`src/rtl/program_loader_pkg.sv`:
```
// Shared types and constants for the program loader.
//   uint8_t        : byte type used on the program stream and CPU outputs
//   loader_state_t : loader FSM states
//   OP_HALT        : CPU halt opcode; an all-zero image halts immediately
package program_loader_pkg;

  typedef logic [7:0] uint8_t;

  typedef enum logic [2:0] {
    ST_IDLE,
    ST_LOAD,
    ST_RESET,
    ST_RUN,
    ST_DONE
  } loader_state_t;

  localparam uint8_t OP_HALT = 8'h00;

endpackage

```
`src/rtl/program_loader_watchdog.sv`:
```
// Saturating run-cycle counter for the program loader.
//   clk, rst_n : clock, asynchronous active-low reset
//   clr        : synchronous clear (has priority over en)
//   en         : count one cycle
//   count      : current cycle count, saturates at MAX_CYCLES
//   expired    : count has reached MAX_CYCLES
module loader_watchdog #(
  parameter int CYCLE_W    = 16,
  parameter int MAX_CYCLES = 255
) (
  input  logic               clk,
  input  logic               rst_n,
  input  logic               clr,
  input  logic               en,
  output logic [CYCLE_W-1:0] count,
  output logic               expired
);

  assign expired = (count == CYCLE_W'(MAX_CYCLES));

  always_ff @(posedge clk or negedge rst_n) begin
    if (!rst_n) begin
      count <= '0;
    end else if (clr) begin
      count <= '0;
    end else if (en && !expired) begin
      count <= count + CYCLE_W'(1);
    end
  end

endmodule

```
`src/rtl/program_loader.sv`:
```
// Program loader: receives a length-prefixed program over a byte stream,
// builds the CPU instruction image, runs the CPU and captures its result.
//   clk, rst_n          : clock, asynchronous active-low reset
//   in_data/valid/ready : program byte stream (first byte is the length)
//   i_mem               : instruction image, byte k at [k*8+:8]
//   cpu_rst             : CPU reset, high in every state except RUN
//   cpu_halt/o1/o2      : CPU halt flag and output registers
//   res_o1/o2, timeout  : captured result, timeout means watchdog ended run
//   res_valid/res_ack   : result handshake
//   len_err             : one-cycle pulse on a rejected length byte
//   cycles              : RUN cycles of the last or current run
//   busy                : loader not idle
//   dbg_state           : current FSM state
//
// Handshakes: a stream byte moves on a rising edge where in_valid && in_ready;
// in_ready depends only on loader state, never on in_valid. A result is held
// stable while res_valid is high and is consumed on the edge where res_ack is
// high; res_valid drops on the following cycle.
module program_loader
  import program_loader_pkg::*;
#(
  parameter int MEM_BYTES  = 8,
  parameter int MAX_CYCLES = 255,
  parameter int CYCLE_W    = 16,
  parameter int RST_CYCLES = 1
) (
  input  logic                   clk,
  input  logic                   rst_n,
  input  logic [7:0]             in_data,
  input  logic                   in_valid,
  output logic                   in_ready,
  output logic [MEM_BYTES*8-1:0] i_mem,
  output logic                   cpu_rst,
  input  logic                   cpu_halt,
  input  logic [7:0]             cpu_o1,
  input  logic [7:0]             cpu_o2,
  output logic [7:0]             res_o1,
  output logic [7:0]             res_o2,
  output logic                   res_valid,
  input  logic                   res_ack,
  output logic                   timeout,
  output logic                   len_err,
  output logic [CYCLE_W-1:0]     cycles,
  output logic                   busy,
  output loader_state_t          dbg_state
);

  localparam int     CNT_W       = $clog2(MEM_BYTES + 1);
  localparam int     RC_W        = (RST_CYCLES > 1) ? $clog2(RST_CYCLES) : 1;
  localparam uint8_t MEM_BYTES_B = 8'(MEM_BYTES);

  loader_state_t    state, state_nxt;
  logic [CNT_W-1:0] cnt;
  logic [CNT_W-1:0] len_q;
  logic [RC_W-1:0]  rst_cnt;
  logic             accept;
  logic             len_zero;
  logic             len_bad;
  logic             last_byte;
  logic             rst_done;
  logic             wd_expired;

  assign accept    = in_valid && in_ready;
  assign len_zero  = (in_data == 8'd0);
  // Compared on the full byte so lengths above 2**CNT_W are still rejected.
  assign len_bad   = (in_data > MEM_BYTES_B);
  assign last_byte = ((cnt + CNT_W'(1)) == len_q);
  assign rst_done  = (rst_cnt == RC_W'(RST_CYCLES - 1));

  assign cpu_rst   = (state != ST_RUN);
  assign busy      = (state != ST_IDLE);
  assign res_valid = (state == ST_DONE);
  assign dbg_state = state;

  loader_watchdog #(
    .CYCLE_W   (CYCLE_W),
    .MAX_CYCLES(MAX_CYCLES)
  ) u_watchdog (
    .clk    (clk),
    .rst_n  (rst_n),
    .clr    (state == ST_RESET),
    .en     (state == ST_RUN),
    .count  (cycles),
    .expired(wd_expired)
  );

  always_ff @(posedge clk or negedge rst_n) begin
    if (!rst_n) state <= ST_IDLE;
    else        state <= state_nxt;
  end

  always_comb begin
    state_nxt = state;
    case (state)
      ST_IDLE: begin
        if (accept) begin
          if (len_zero)     state_nxt = ST_RESET;
          else if (!len_bad) state_nxt = ST_LOAD;
        end
      end
      ST_LOAD:  if (accept && last_byte)     state_nxt = ST_RESET;
      ST_RESET: if (rst_done)                state_nxt = ST_RUN;
      ST_RUN:   if (cpu_halt || wd_expired)  state_nxt = ST_DONE;
      ST_DONE:  if (res_ack)                 state_nxt = ST_IDLE;
      default:                               state_nxt = ST_IDLE;
    endcase
  end

  always_ff @(posedge clk or negedge rst_n) begin
    if (!rst_n) begin
      in_ready <= 1'b0;
      len_err  <= 1'b0;
      i_mem    <= '0;
      cnt      <= '0;
      len_q    <= '0;
      rst_cnt  <= '0;
      res_o1   <= '0;
      res_o2   <= '0;
      timeout  <= 1'b0;
    end else begin
      // Registered so the stream sees a stable ready for the whole cycle.
      in_ready <= (state_nxt == ST_IDLE) || (state_nxt == ST_LOAD);
      len_err  <= (state == ST_IDLE) && accept && len_bad;
      case (state)
        ST_IDLE: begin
          if (accept && !len_bad) begin
            // Unwritten bytes must read as halt.
            i_mem <= {MEM_BYTES{OP_HALT}};
            len_q <= in_data[CNT_W-1:0];
            cnt   <= '0;
          end
        end
        ST_LOAD: begin
          if (accept) begin
            for (int k = 0; k < MEM_BYTES; k++) begin
              if (cnt == CNT_W'(k)) i_mem[k*8 +: 8] <= in_data;
            end
            cnt <= cnt + CNT_W'(1);
          end
        end
        ST_RESET: begin
          rst_cnt <= rst_done ? '0 : rst_cnt + RC_W'(1);
        end
        ST_RUN: begin
          // Halt takes priority over a watchdog expiring on the same cycle.
          if (cpu_halt) begin
            res_o1  <= cpu_o1;
            res_o2  <= cpu_o2;
            timeout <= 1'b0;
          end else if (wd_expired) begin
            res_o1  <= cpu_o1;
            res_o2  <= cpu_o2;
            timeout <= 1'b1;
          end
        end
        default: ;
      endcase
    end
  end

endmodule

```
`config.mk`:
```
export PLATFORM = sky130hd
export DESIGN_NAME = program_loader
export DESIGN_NICKNAME = d
export VERILOG_FILES = /design/src/rtl/program_loader_pkg.sv /design/src/rtl/program_loader_watchdog.sv /design/src/rtl/program_loader.sv
export SDC_FILE = /design/constraint.sdc
export NUM_CORES = 1
export LEC_CHECK = 0
export CORE_UTILIZATION = 52
export DETAILED_ROUTE_END_ITERATION = 8
export PLACE_DENSITY = 0.93
export SYNTH_ARGS = -nofsm -noshare
export SYNTH_HDL_FRONTEND = slang
export SYNTH_SLANG_ARGS = --single-unit
export TNS_END_PERCENT = 5
```
`constraint.sdc`:
```
create_clock -name clk -period 6 [get_ports clk]
set_input_delay 1.2 -clock clk [delete_from_list [all_inputs] [get_ports clk]]
set_output_delay 1.2 -clock clk [all_outputs]
set_load 0.05 [all_outputs]
```
# Word level (Yosys, flattened, before mapping)
# Cells that the tools add are included.
# Widths: inputs -> output; s select.
# op_classes
n_lt_le_gt_ge,1
muxes,31
n_reduce_logical,29
addsub,3
n_eq_ne,25
# ops
cell,n
$mux 64,2
$pmux 64 s2,1
$mux 8,12
$mux 16,2
$reduce_and 4->1,8
$mux 3,7
$ne 2x2->1 const B,9
$add 16x1->16 const B,1
$eq 16x8->1 const B,1
$eq 4x3->1 const B,4
$pmux 3 s5,1
$eq 4x2->1 const B,2
$gt 8x4->1 const B,1
$logic_not 8->1,1
$mux 4,2
$pmux 4 s2,1
$eq 3x1->1 const B,2
$eq 3x2->1 const B,2
$logic_and 1x1->1,6
$logic_not 3->1,2
$reduce_bool 2->1,3
$add 4x1->4 const B,1
$eq 4x1->1 const B,1
$eq 4x4->1,1
other kinds (11),16
# totals
in_bits,29
output_inout_bits,105
regBits,111

# Longest topological paths before layout
# depth
depth_word,7
depth_mapped,8
mapped_depth_nobuf,6

# By module
# A second synthesis with hierarchy kept.
# hier_totals
hier_cells,373
area_unflattened_um2,4937.2
# modules_own_cells
mod,area_per_inst_um2,instances,cells_each
program_loader,4046.4,1,279
loader_watchdog,890.9,1,94

# Least setup slack after synthesis
# Ideal clock, no wire load.
# synth_path
kind,reg-to-output
startpoint,"register state[0], in the netlist dbg_state[0]"
endpoint,output res_valid
path_slack_ps,2841
arrival_time_ps,1959
stages_incl_launch_ff,3
path_cell_list,dfrtp_1 buf_4 nor3b_1
# synth_via
elab_chain_cells,1
# synth_lines
element,line_no,rtl
"start, declared",program_loader.sv:52,"loader_state_t state, state_nxt;"
"start signal, assigned",program_loader.sv:89,else state <= state_nxt;
$eq 3x3->1,program_loader.sv:72,assign res_valid = (state == ST_DONE);
"end, declared",program_loader.sv:39,"output logic res_valid,"
# Every way passes these cells.

# Final worst setup path
# layout_path
startpoint,"register state[0], in the netlist dbg_state[0]"
endpoint,output cpu_rst
# layout_via
elab_chain_cells,1
# layout_lines
element,line_no,rtl
$ne 3x2->1,program_loader.sv:70,assign cpu_rst = (state != ST_RUN);
"end, declared",program_loader.sv:33,"output logic cpu_rst,"
# Every way passes these cells.

==> run metrics <==
cts repair resizes 0; Avg Cell Area, Syn 13.04 um2; final hold violations 0; synth unique cells 56; Sequential Power Share 31.9%; cell accounting for the most synthesized area dfrtp_1; fin crit share 56.59%; status completed; Netlist Area Pre-Place 4942 um2; Pint 1.904 mW; Worst-Margin Slew 847.2 ps; die boundary height 99.49 um; vias in the first global route 3850; Setup crit start kind register; most frequent cells in the layout 132 x clkdlybuf4s50_1, 110 x dfrtp_1, 81 x mux2_2; total grt overflow 0; Logic pwr share 56.2%; Switch Pwr 1.777 mW; worst-path maximum fanout 11; net count of the mapped netlist 413; Total GRT Usage 27.35%; Post-synth EDFFs 0; Synth Instances 379; Final Worst Setup Slack 2605 ps; clock-pin slew on the worst setup and hold paths 100 ps; Worst Path Arrival 2200 ps; synth-to-layout area growth 32.13%; # port buffers 133; initial antenna violation count 1; ant diodes 0; final clock skew 15.06 ps; DR pass1 iterations 4; WL per Instance 19.81 um; via count 3638; DR DRC count 0; pre-CTS setup slack 2477 ps; critical path class reg2out; fillcell total 631; Relative slew margins 43.52%; vias per cell 5.702; Power Dens Cells 563.7 nW/um2; TritonCTS clock tree built; Yosys reg bits 110; Worst EP required 4800 ps; Period minus WS final 3395 ps; clock share of power 11.8%; I/O Pins 134; Max clock buf depth 2; hold buffer count at cts 0; Switching Fraction 48.28%; share of layout cells above drive strength 1 23.58%; fin. max-slew vios 0; commonest non-fill, non-tap cell in the layout clkdlybuf4s50_1; Peak Freq 0.2945 GHz; worst hold path class reg2reg; Post-Route WL 12640 um; Initial Utilization 53.49%; fin cells 638; leakage 2.856 nW; DP HPWL 8869 um; Seq/Total Area, Yosys 55.70%; Synth area leaders dfrtp_1 56%, mux2_2 18%, a21oi_1 1.6%, nand2_1 1.4%, and2_1 1.3%; ANT nets after route 0; VDD IR max 0.0003840 V; Num CTS Buffers 9; first-pass GRT wire length 20570 um; critical path capture point type primary output; Clock Latency Late Sink 370 ps; RSZ-0062 raised after global routing no; Yosys top cell area share 55.70%; Root Driver clkbuf_8; CORE AREA 9240 um2; FP Rows 35; Maximum Capacitance Violations 0; # Post-CTS Setup Buffers 0; DR iter-0 viols 190; yosys warns 0; largest net degree at the start of global routing 69; Finish-stage setup viols 0; Die X 99.49 um; GP Congestion 0.7967; H-tree levels 3; ys flop type dfrtp_1; Sink Count 110; Final Net Count 538; asr flop ratio synth 100.0%; die footprint 9898 um2; final setup TNS 0 ps; DP Cell Count 622
-- registers in the layout, summed over array words and instances, names as in the netlist --
| name | cells |
|---|---|
| dbg_state | 3 |
| i_mem | 64 |
| timeout | 1 |
| cnt | 4 |
| res_o1 | 8 |
| u_watchdog.count | 16 |
| res_o2 | 8 |
| len_err | 1 |
| in_ready | 1 |
| len_q | 4 |
-- power groups by stage --
stage	clock network (mW)	registers [mW]	logic, mW
after global placement	0	1.17	2.01
after detailed placement	0	1.18	2.06
after global routing	0.474	1.21	2.15
final	0.436	1.17	2.07
after floorplan	0	1.91	0.642
after CTS	0.445	1.17	2.08
-- critical path, cell delays in order (launching register included) --
cell	delay, ps
dfrtp_1	510
and3b_1	360
inv_6	150
clkdlybuf4s50_1	810
-- routing by layer --
layer | global-route usage, % | wire (um) | up-vias
li1 | - | - | 1629
met1 | 34.71 | 5107 | 1862
met2 | 46.21 | 6608 | 119
met3 | 4.708 | 573 | 28
met4 | 12.33 | 352 | 0
met5 | 0 | 0 | -
-- cells by family (layout without fill, tap and decap cells) --
logic type / count (synthesis) / in the layout / synth area share (%)
AO/OA/AOI/OAI: 48 / 48 / 6.557
multiplexers: 87 / 87 / 19.75
adder cells (fa/ha/maj): 5 / 5 / 1.266
XOR/XNOR: 6 / 6 / 1.342
flip-flops: 110 / 110 / 55.70
AND/OR/NAND/NOR: 96 / 96 / 12.56
buffers and inverters: 27 / 157 / 2.835
-- layout make-up --
class                           instances  area (um2)  area share [%]
Sequential cell                       110        2753           42.15
Multi-Input combinational cell        242        2049           31.39
Timing Repair Buffer                  136        1351           20.69
Tap cell                              129       161.4           2.472
Clock buffer                           10       137.6           2.108
Clock inverter                          6       53.80          0.8239
Inverter                                5       23.77          0.3641
-- path summary, 6_finish.rpt --
kind | start | end | slack, ps | cells past startpoint
worst max-delay path | dbg_state[0]$_DFF_PN0_ | cpu_rst | 2600 | 3
min in group asynchronous | rst_n | u_watchdog.count[12]$_DFFE_PN0P_ | 930 | 1
worst min-delay path | i_mem[58]$_DFFE_PN0P_ | i_mem[58]$_DFFE_PN0P_ | 510 | 1
max in group asynchronous | rst_n | dbg_state[1]$_DFF_PN0_ | 4010 | 2
worst min register to register | i_mem[58]$_DFFE_PN0P_ | i_mem[58]$_DFFE_PN0P_ | 510 | 1
worst max register to register | u_watchdog.count[8]$_DFFE_PN0P_ | res_o2[1]$_DFFE_PN0P_ | 3460 | 4
-- synth_stat cells (3+ instances only) --
cell / n
a211oi_1: 3
ha_1: 5
buf_2: 3
nor4_1: 3
inv_1: 4
a31oi_1: 3
mux2_2: 81
dfrtp_1: 110
nor3b_1: 6
buf_4: 4
o31ai_1: 3
nor3_4: 3
o21ai_0: 5
nor4_2: 4
and3_1: 3
nand2_1: 19
or4_1: 3
clkbuf_1: 12
mux2_1: 3
a21o_1: 3
nor2_1: 11
a31o_2: 3
nand4_1: 3
nand3_1: 9
nand3b_1: 4
and2_1: 10
mux2i_1: 3
a21oi_1: 16
xnor2_1: 5
-- stage by stage --
stage / area (um2) / utilization [%] / hold WS (ps) / power (mW)
finish: 6530 / 70.67 / 513.5 / 3.681
global route: 6530 / 70.67 / 528.8 / 3.834
CTS: 6530 / 70.67 / 509.6 / 3.693
detailed placement: 6339 / 68.60 / 484.2 / 3.242
global placement: 6339 / 68.60 / 475.4 / 3.174
floorplan: 4942 / - / 490.9 / 2.554
(Power assumes the default switching activity.)
